File: config.mk
export PLATFORM = sky130hd
export DESIGN_NAME = forward_register_slice
export DESIGN_NICKNAME = d
export VERILOG_FILES = /design/src/rtl/stream_pkg.sv /design/src/rtl/saturating_counter.sv /design/src/rtl/forward_register_slice.sv
export SDC_FILE = /design/constraint.sdc
export NUM_CORES = 1
export LEC_CHECK = 0
export CAP_MARGIN = 30
export CELL_PAD_IN_SITES_DETAIL_PLACEMENT = 1
export CELL_PAD_IN_SITES_GLOBAL_PLACEMENT = 1
export CORE_AREA = 5 5 98 100
export DETAILED_ROUTE_END_ITERATION = 8
export DIE_AREA = 0 0 103 105
export PLACE_DENSITY = 0.79
export SLEW_MARGIN = 30
export SYNTH_ARGS = -nofsm -noshare
export SYNTH_HDL_FRONTEND = slang
export SYNTH_SLANG_ARGS = --single-unit
File: constraint.sdc
create_clock -name clk -period 2 [get_ports clk]
set_input_delay 0.5 -clock clk [delete_from_list [all_inputs] [get_ports clk]]
set_output_delay 0.5 -clock clk [all_outputs]
set_load 0.05 [all_outputs]
File: src/rtl/stream_pkg.sv
// Shared definitions for valid/ready stream cores: slice state encoding and
// the saturating-counter helper.
package stream_pkg;

    // The state encoding doubles as the out_valid value.
    typedef enum logic {
        EMPTY = 1'b0,
        FULL  = 1'b1
    } slice_state_t;

    localparam int CNT_EXT_W = 64;

    // Saturating increment. Narrower counters pass their value with all bits
    // above their own width set to one, so "all ones" here means "all ones"
    // at the caller's width and the truncated result never wraps.
    function automatic logic [CNT_EXT_W-1:0] counter_next(
        input logic [CNT_EXT_W-1:0] cnt,
        input logic                 inc
    );
        if (inc && (cnt != {CNT_EXT_W{1'b1}})) begin
            return cnt + 1'b1;
        end
        return cnt;
    endfunction

endpackage

File: src/rtl/saturating_counter.sv
// Up-counter that sticks at all-ones; cleared only by reset.
module saturating_counter
    import stream_pkg::*;
#(
    parameter int WIDTH = 16
) (
    input  logic             clk,
    input  logic             resetn,
    input  logic             inc,
    output logic [WIDTH-1:0] count
);

    logic [CNT_EXT_W-1:0] count_ext;
    logic [WIDTH-1:0]     count_d;

    // Pad the upper bits with ones so the shared helper saturates at WIDTH.
    always_comb begin
        count_ext              = {CNT_EXT_W{1'b1}};
        count_ext[WIDTH-1:0]   = count;
        count_d                = WIDTH'(counter_next(count_ext, inc));
    end

    // Count register.
    always_ff @(posedge clk or negedge resetn) begin
        if (!resetn) begin
            count <= '0;
        end else begin
            count <= count_d;
        end
    end

endmodule

File: src/rtl/forward_register_slice.sv
// Valid/ready stage with registered out_valid/out_data, synchronous flush and
// saturating beat/stall debug counters.
//
//   state | meaning
//   ------+--------------------------------------------------
//   EMPTY | no beat held, out_valid=0
//   FULL  | beat held in out_data, out_valid=1
module forward_register_slice
    import stream_pkg::*;
#(
    parameter int DATA_WIDTH  = 32,
    parameter int COUNT_WIDTH = 16
) (
    input  logic                   clk,
    input  logic                   resetn,
    input  logic                   flush,
    input  logic [DATA_WIDTH-1:0]  in_data,
    input  logic                   in_valid,
    output logic                   in_ready,
    output logic [DATA_WIDTH-1:0]  out_data,
    output logic                   out_valid,
    input  logic                   out_ready,
    output logic [COUNT_WIDTH-1:0] beat_count,
    output logic [COUNT_WIDTH-1:0] stall_count
);

    slice_state_t state_q;
    slice_state_t state_d;
    logic         load;
    logic         in_hs;
    logic         out_hs;
    logic         stall;

    assign out_valid = (state_q == FULL);
    // Ready is deliberately combinational from out_ready so a FULL slice can
    // accept a new beat in the same cycle its held beat drains.
    assign in_ready  = resetn && !flush && ((state_q == EMPTY) || out_ready);
    assign in_hs     = in_valid && in_ready;
    assign out_hs    = out_valid && out_ready;
    assign stall     = out_valid && !out_ready;

    // Next-state and load decision; flush overrides everything.
    always_comb begin
        state_d = state_q;
        load    = 1'b0;
        if (flush) begin
            state_d = EMPTY;
        end else begin
            case (state_q)
                EMPTY: begin
                    if (in_hs) begin
                        state_d = FULL;
                        load    = 1'b1;
                    end
                end
                FULL: begin
                    if (out_ready) begin
                        if (in_valid) begin
                            load = 1'b1;
                        end else begin
                            state_d = EMPTY;
                        end
                    end
                end
                default: state_d = EMPTY;
            endcase
        end
    end

    // State register; its value is out_valid.
    always_ff @(posedge clk or negedge resetn) begin
        if (!resetn) begin
            state_q <= EMPTY;
        end else begin
            state_q <= state_d;
        end
    end

    // Payload register; holds while stalled or empty.
    always_ff @(posedge clk or negedge resetn) begin
        if (!resetn) begin
            out_data <= '0;
        end else if (load) begin
            out_data <= in_data;
        end
    end

    saturating_counter #(.WIDTH(COUNT_WIDTH)) u_beat_cnt (
        .clk    (clk),
        .resetn (resetn),
        .inc    (out_hs),
        .count  (beat_count)
    );

    saturating_counter #(.WIDTH(COUNT_WIDTH)) u_stall_cnt (
        .clk    (clk),
        .resetn (resetn),
        .inc    (stall),
        .count  (stall_count)
    );

`ifdef FORMAL
    logic past_valid;

    // Guards $past until one clock has elapsed out of reset.
    always_ff @(posedge clk or negedge resetn) begin
        if (!resetn) begin
            past_valid <= 1'b0;
        end else begin
            past_valid <= 1'b1;
        end
    end

    a_stall_stable: assert property (@(posedge clk) disable iff (!resetn)
        past_valid && $past(stall && !flush) |-> out_valid && (out_data == $past(out_data)));

    a_valid_is_next_state: assert property (@(posedge clk) disable iff (!resetn)
        past_valid |-> out_valid == ($past(state_d) == FULL));

    a_beat_monotonic: assert property (@(posedge clk) disable iff (!resetn)
        past_valid |-> beat_count >= $past(beat_count));

    a_stall_monotonic: assert property (@(posedge clk) disable iff (!resetn)
        past_valid |-> stall_count >= $past(stall_count));
`endif

endmodule

== Word-level counts from Yosys, hierarchy flattened ==
Cells that the tools add are included.
Cells by class
  multiplexer cells: 12
  bitwise operators: 1
  add/sub/neg operators: 2
  equality and inequality tests: 2
  reduce and logical (&&, ||, !) cells: 10
Operators by type and width (count)
  $add 16x2->16 const B: 2
  $mux 16: 2
  $ne 16x16->1 const B: 2
  $mux 1: 8
  $logic_and 1x1->1: 7
  $pmux 1 s2: 2
  $logic_not 1->1: 2
  $logic_or 1x1->1: 1
  $not 1->1: 1
Word-level totals
  register bits after elaboration: 65
  bits of input ports: 37

== Depth between registers and ports, before layout ==
  word-level depth: 7
  gate-level depth with buffers: 6

== Cells and area by module ==
A second synthesis with hierarchy kept.
Second synthesis, totals
  cells, all modules: 226
  area, all modules: 3024.2 um^2
Modules (own cells, without submodules)
  forward_register_slice: cells an instance 77, sequential area each 825.8 um^2, instances 1, area each 1280.0 um^2
  saturating_counter at u_beat_cnt: cells an instance 77, sequential area each 400.4 um^2, instances 1, area each 884.6 um^2
  saturating_counter at u_stall_cnt: cells an instance 72, sequential area each 400.4 um^2, instances 1, area each 859.6 um^2

== Least setup slack after synthesis ==
OpenSTA, ideal clock, no wires.
  path type: reg-to-reg
  start: register u_beat_cnt.count[0]
  end: register u_beat_cnt.count[14]
  library setup time: 125 ps
  path slack: -236 ps
  stages on the path, launching flop included: 6
  clock period less this slack: 2236 ps
  arrival: 2112 ps
  cell sequence: dfrtp_1 -> ha_1 -> nand3_1 -> or4_4 -> nor3_1 -> mux2_2
Between the ends
  cells in the longest elaborated chain, start to end: 3
  elaborated cells on any way between the ends: 5
RTL lines
  from (decl): RTL line saturating_counter.sv:10  | output logic [WIDTH-1:0] count
  from (signal assigned): RTL line saturating_counter.sv:28  | count <= count_d;
  parallel branches: the longest is 3 deep, another holds $add 16x2->16
Several ways; the timed one is not identified. The select of a mux whose other input is x is not followed.
A chain may end at the register's enable or synchronous reset.

== Worst setup path after layout ==
Ends and elaborated chain as after synthesis.

==> run_summary.xml <==
<?xml version="1.0" encoding="UTF-8"?>
<metrics>
  <group name="status">
    <metric name="status" unit="">completed</metric>
  </group>
  <group name="global_route">
    <metric name="pin_count_of_the_biggest_net_entering_global_routing" unit="">38</metric>
    <metric name="grt_usage" unit="%">14.1</metric>
    <metric name="vias_in_the_first_global_route" unit="">2401</metric>
    <metric name="grt_first_pass_wirelength" unit="µm">12100</metric>
    <metric name="antenna_found_initial" unit="">0</metric>
    <metric name="grt_overflow_total" unit="">0</metric>
  </group>
  <group name="timing">
    <metric name="setup-violations-final" unit="">0</metric>
    <metric name="layout_worst_path_cycle_share" unit="%">95.4</metric>
    <metric name="finalClockSkew" unit="ps">6.33</metric>
    <metric name="min_period" unit="ps">1910</metric>
    <metric name="finalHoldWorstSlack" unit="ps">236</metric>
    <metric name="tightest_slew" unit="ps">519</metric>
    <metric name="report.final.slew_viol_count" unit="">0</metric>
    <metric name="max-slew-margin-rel" unit="%">65.6</metric>
    <metric name="hold_violations" unit="">0</metric>
    <metric name="fmax" unit="MHz">524</metric>
  </group>
  <group name="synthesis">
    <metric name="synth-async-reset-ratio" unit="%">100</metric>
    <metric name="synth_enable_flop_cells" unit="">0</metric>
    <metric name="netlist_area" unit="µm²">2840</metric>
    <metric name="netlist.top_cell.by_area" unit="">dfrtp_1</metric>
    <metric name="synthDominantCellAreaShare" unit="%">57.3</metric>
    <metric name="seq_area_frac_synth" unit="%">57.3</metric>
    <metric name="synthesis.instances" unit="">223</metric>
    <metric name="ys_ff_latch" unit="">65</metric>
    <metric name="synthTopCellsByArea" unit="">dfrtp_1 57%, mux2_2 14%, xor2_1 6.2%</metric>
    <metric name="synth.avg_cell_area" unit="µm²">12.7</metric>
    <metric name="synth-warning-count" unit="">0</metric>
    <metric name="distinct_cell_type_count_after_synthesis" unit="">35</metric>
    <metric name="mappedNetlistNets" unit="">262</metric>
    <metric name="synth_ff_type" unit="">dfrtp_1</metric>
  </group>
  <group name="power">
    <metric name="share_comb_of_total_power" unit="%">35.8</metric>
    <metric name="switching_fraction" unit="%">39.4</metric>
    <metric name="power.density" unit="nW/µm²">1040</metric>
    <metric name="design_power" unit="W">0.00440</metric>
    <metric name="worst_ir_drop_vdd" unit="mV">0.835</metric>
    <metric name="power.switching" unit="W">0.00173</metric>
    <metric name="sequentialPowerShare" unit="%">39.3</metric>
    <metric name="internal_pwr_total" unit="W">0.00267</metric>
    <metric name="power_frac_clock" unit="%">24.9</metric>
    <metric name="leakage" unit="nW">1.96</metric>
  </group>
  <group name="cells_and_area">
    <metric name="area_growth_syn_to_layout" unit="%">48.6</metric>
    <metric name="final_common_cell" unit="">buf_4</metric>
    <metric name="antennaDiodeCount" unit="">0</metric>
    <metric name="fraction_of_final_layout_cells_with_drive_strength_greater_than_1" unit="%">37.6</metric>
    <metric name="nNetsFinal" unit="">388</metric>
    <metric name="finish.instance_area" unit="µm²">4220</metric>
    <metric name="layout.cells.most_common_list" unit="">58 x buf_4, 55 x dfrtp_1, 36 x mux2_2, 33 x clkdlybuf4s50_1, 24 x dlygate4sd2_1</metric>
  </group>
  <group name="floorplan">
    <metric name="initial_utilization" unit="%">33.0</metric>
    <metric name="core_area" unit="µm²">8590</metric>
    <metric name="floorplan_die_height" unit="µm">105</metric>
    <metric name="floorplan.die_area" unit="µm²">10800</metric>
    <metric name="core.rowCount" unit="">34</metric>
    <metric name="die_w" unit="µm">103</metric>
    <metric name="io_pins" unit="">103</metric>
  </group>
  <group name="clock_tree">
    <metric name="worst_setup_hold_path_clk_slew" unit="ps">70</metric>
    <metric name="max-clock-path-buffers" unit="">2</metric>
    <metric name="cts_inserted_buffers" unit="">9</metric>
    <metric name="htree_num_levels" unit="">3</metric>
    <metric name="cts_hold_repair.buffers" unit="">0</metric>
    <metric name="cts_tree" unit="">built</metric>
    <metric name="clock_sink_count" unit="">65</metric>
    <metric name="post_cts_setup_inserts" unit="">0</metric>
    <metric name="later_pin_clock_latency_in_the_skew_report" unit="ps">330</metric>
    <metric name="root_buffer" unit="">clkbuf_8</metric>
  </group>
  <group name="critical_path">
    <metric name="worst_setup_path_end_kind" unit="">flop</metric>
    <metric name="crit_fanout" unit="">5</metric>
    <metric name="timing.critical_path.required" unit="ps">2220</metric>
    <metric name="critical_path.slowest_cell" unit="">or4_4</metric>
    <metric name="arrival" unit="ps">2120</metric>
    <metric name="setup.worst_path.class" unit="">reg -&gt; reg</metric>
    <metric name="critical-path-max-stage-delay" unit="ps">520</metric>
    <metric name="timing.critical_path.from_type" unit="">flop</metric>
    <metric name="timing.critical_path.cells" unit="">ha_1 &gt; nand3_1 &gt; or4_4 &gt; nor3_1 &gt; mux2_2</metric>
  </group>
  <group name="drt">
    <metric name="drc" unit="">0</metric>
    <metric name="antenna_left" unit="">0</metric>
    <metric name="vias_after_detailed_routing" unit="">2220</metric>
    <metric name="detail_route.first_pass.iterations" unit="">4</metric>
    <metric name="first_iter_violations" unit="">57</metric>
    <metric name="totalWireLength" unit="µm">7520</metric>
    <metric name="routed_wire_length_per_instance" unit="µm">16.3</metric>
    <metric name="route.detailed.vias_per_inst" unit="">4.81</metric>
  </group>
  <group name="place">
    <metric name="placement.cell_area" unit="µm²">4030</metric>
    <metric name="place.detailed.hpwl" unit="µm">5850</metric>
    <metric name="place_congestion" unit="">0.765</metric>
    <metric name="numPortBuffers" unit="">102</metric>
  </group>
  <group name="run">
    <metric name="max_cap_viol_count" unit="">0</metric>
  </group>
  <group name="worst_hold_path">
    <metric name="hold_class" unit="">in -&gt; async</metric>
  </group>
</metrics>
-- per-stage QoR --
step	setup WS (ps)	TNS [ps]	util, %	std cells
3_5_place_dp	-344	-9750	46.9	446
2_1_floorplan	-58.5	-58.5	-	223
6_report	91.2	0	49.1	462
5_1_grt	-3.79	-3.79	49.1	462
4_1_cts	0.410	0	48.9	462
3_3_place_gp	-316	-7120	46.9	446
-- layer usage --
layer / global-route usage, % / wire, µm / up-vias
met3: 3.66 / 587 / 6
met1: 17.9 / 3290 / 1083
met5: 0 / 0 / -
li1: - / - / 1051
met2: 22.8 / 3580 / 80
met4: 5.00 / 59 / 0
-- critical path, delay by kind of cell (launching register included) --
| family | cells | cell delay [ps] |
|---|---|---|
| flops | 1 | 410 |
| mux | 1 | 350 |
| fa+ha+maj | 1 | 190 |
| simple gates | 3 | 840 |
-- final cells by class --
cell class	instances	area [µm²]
fill	941	4380
sequential	65	1640
multi-input combinational	150	1190
timing repair buffer	120	1050
clock buffer	11	141
tap	108	135
clock inverter	5	55.1
inverter	3	11.3
-- repair_timing --
action                                  in CTS  in global routing
gates resized for setup                     26                  3
endpoints found under the setup margin      23                  3
pin swaps                                    1                  0
-- power groups by stage --
stage,Combinational [W],Sequential (W),Clock (W)
6_report,0.00158,0.00173,0.00110
5_1_grt,0.00166,0.00177,0.00121
4_1_cts,0.00160,0.00174,0.00114
3_5_place_dp,0.00167,0.00176,0
3_3_place_gp,0.00164,0.00174,0
2_1_floorplan,0.000256,0.00252,0
-- final timing paths --
path | from | endpoint | slack (ps) | depth (start not counted)
max | u_beat_cnt.count[0] | u_beat_cnt.count[14] | 90 | 5
max reg2reg | u_beat_cnt.count[0] | u_beat_cnt.count[14] | 90 | 5
max in group asynchronous | resetn | u_beat_cnt.count[3] | 1400 | 2
min reg2reg | out_data[8] | out_data[8] | 500 | 1
min in group clk | out_data[8] | out_data[8] | 500 | 1
min | resetn | u_beat_cnt.count[10] | 240 | 2
-- synthesized netlist by cell type, types with 2 or more instances --
| cell | number |
|---|---|
| xnor2_1 | 4 |
| nor2_1 | 10 |
| nor3_1 | 11 |
| mux2_2 | 36 |
| xor2_1 | 20 |
| dfrtp_1 | 65 |
| and4_1 | 3 |
| nand2_1 | 14 |
| o21ai_0 | 3 |
| or3_1 | 2 |
| a21oi_1 | 4 |
| nor2b_1 | 2 |
| ha_1 | 2 |
| nor4b_1 | 2 |
| nand4_1 | 8 |
| nand3_1 | 8 |
| nor4_1 | 3 |
| or4_4 | 2 |
| buf_2 | 4 |
| nand2b_1 | 2 |
| inv_1 | 3 |
| nor3b_1 | 2 |
-- flip-flops by register name, summed over array words and instances, names as in the netlist --
name               count
out_data              32
u_beat_cnt.count      16
u_stall_cnt.count     16
out_valid              1
-- cells by family after synthesis --
| group | Yosys count | share of synthesized area [%] |
|---|---|---|
| AO/OA/AOI/OAI | 10 | 2.16 |
| XOR/XNOR | 24 | 7.41 |
| adder cells (fa/ha/maj) | 2 | 0.882 |
| buffers and inverters | 8 | 1.50 |
| flip-flops | 65 | 57.3 |
| multiplexers | 37 | 14.6 |
| AND/OR/NAND/NOR | 77 | 16.1 |
Power figures use the tool's default switching activity.
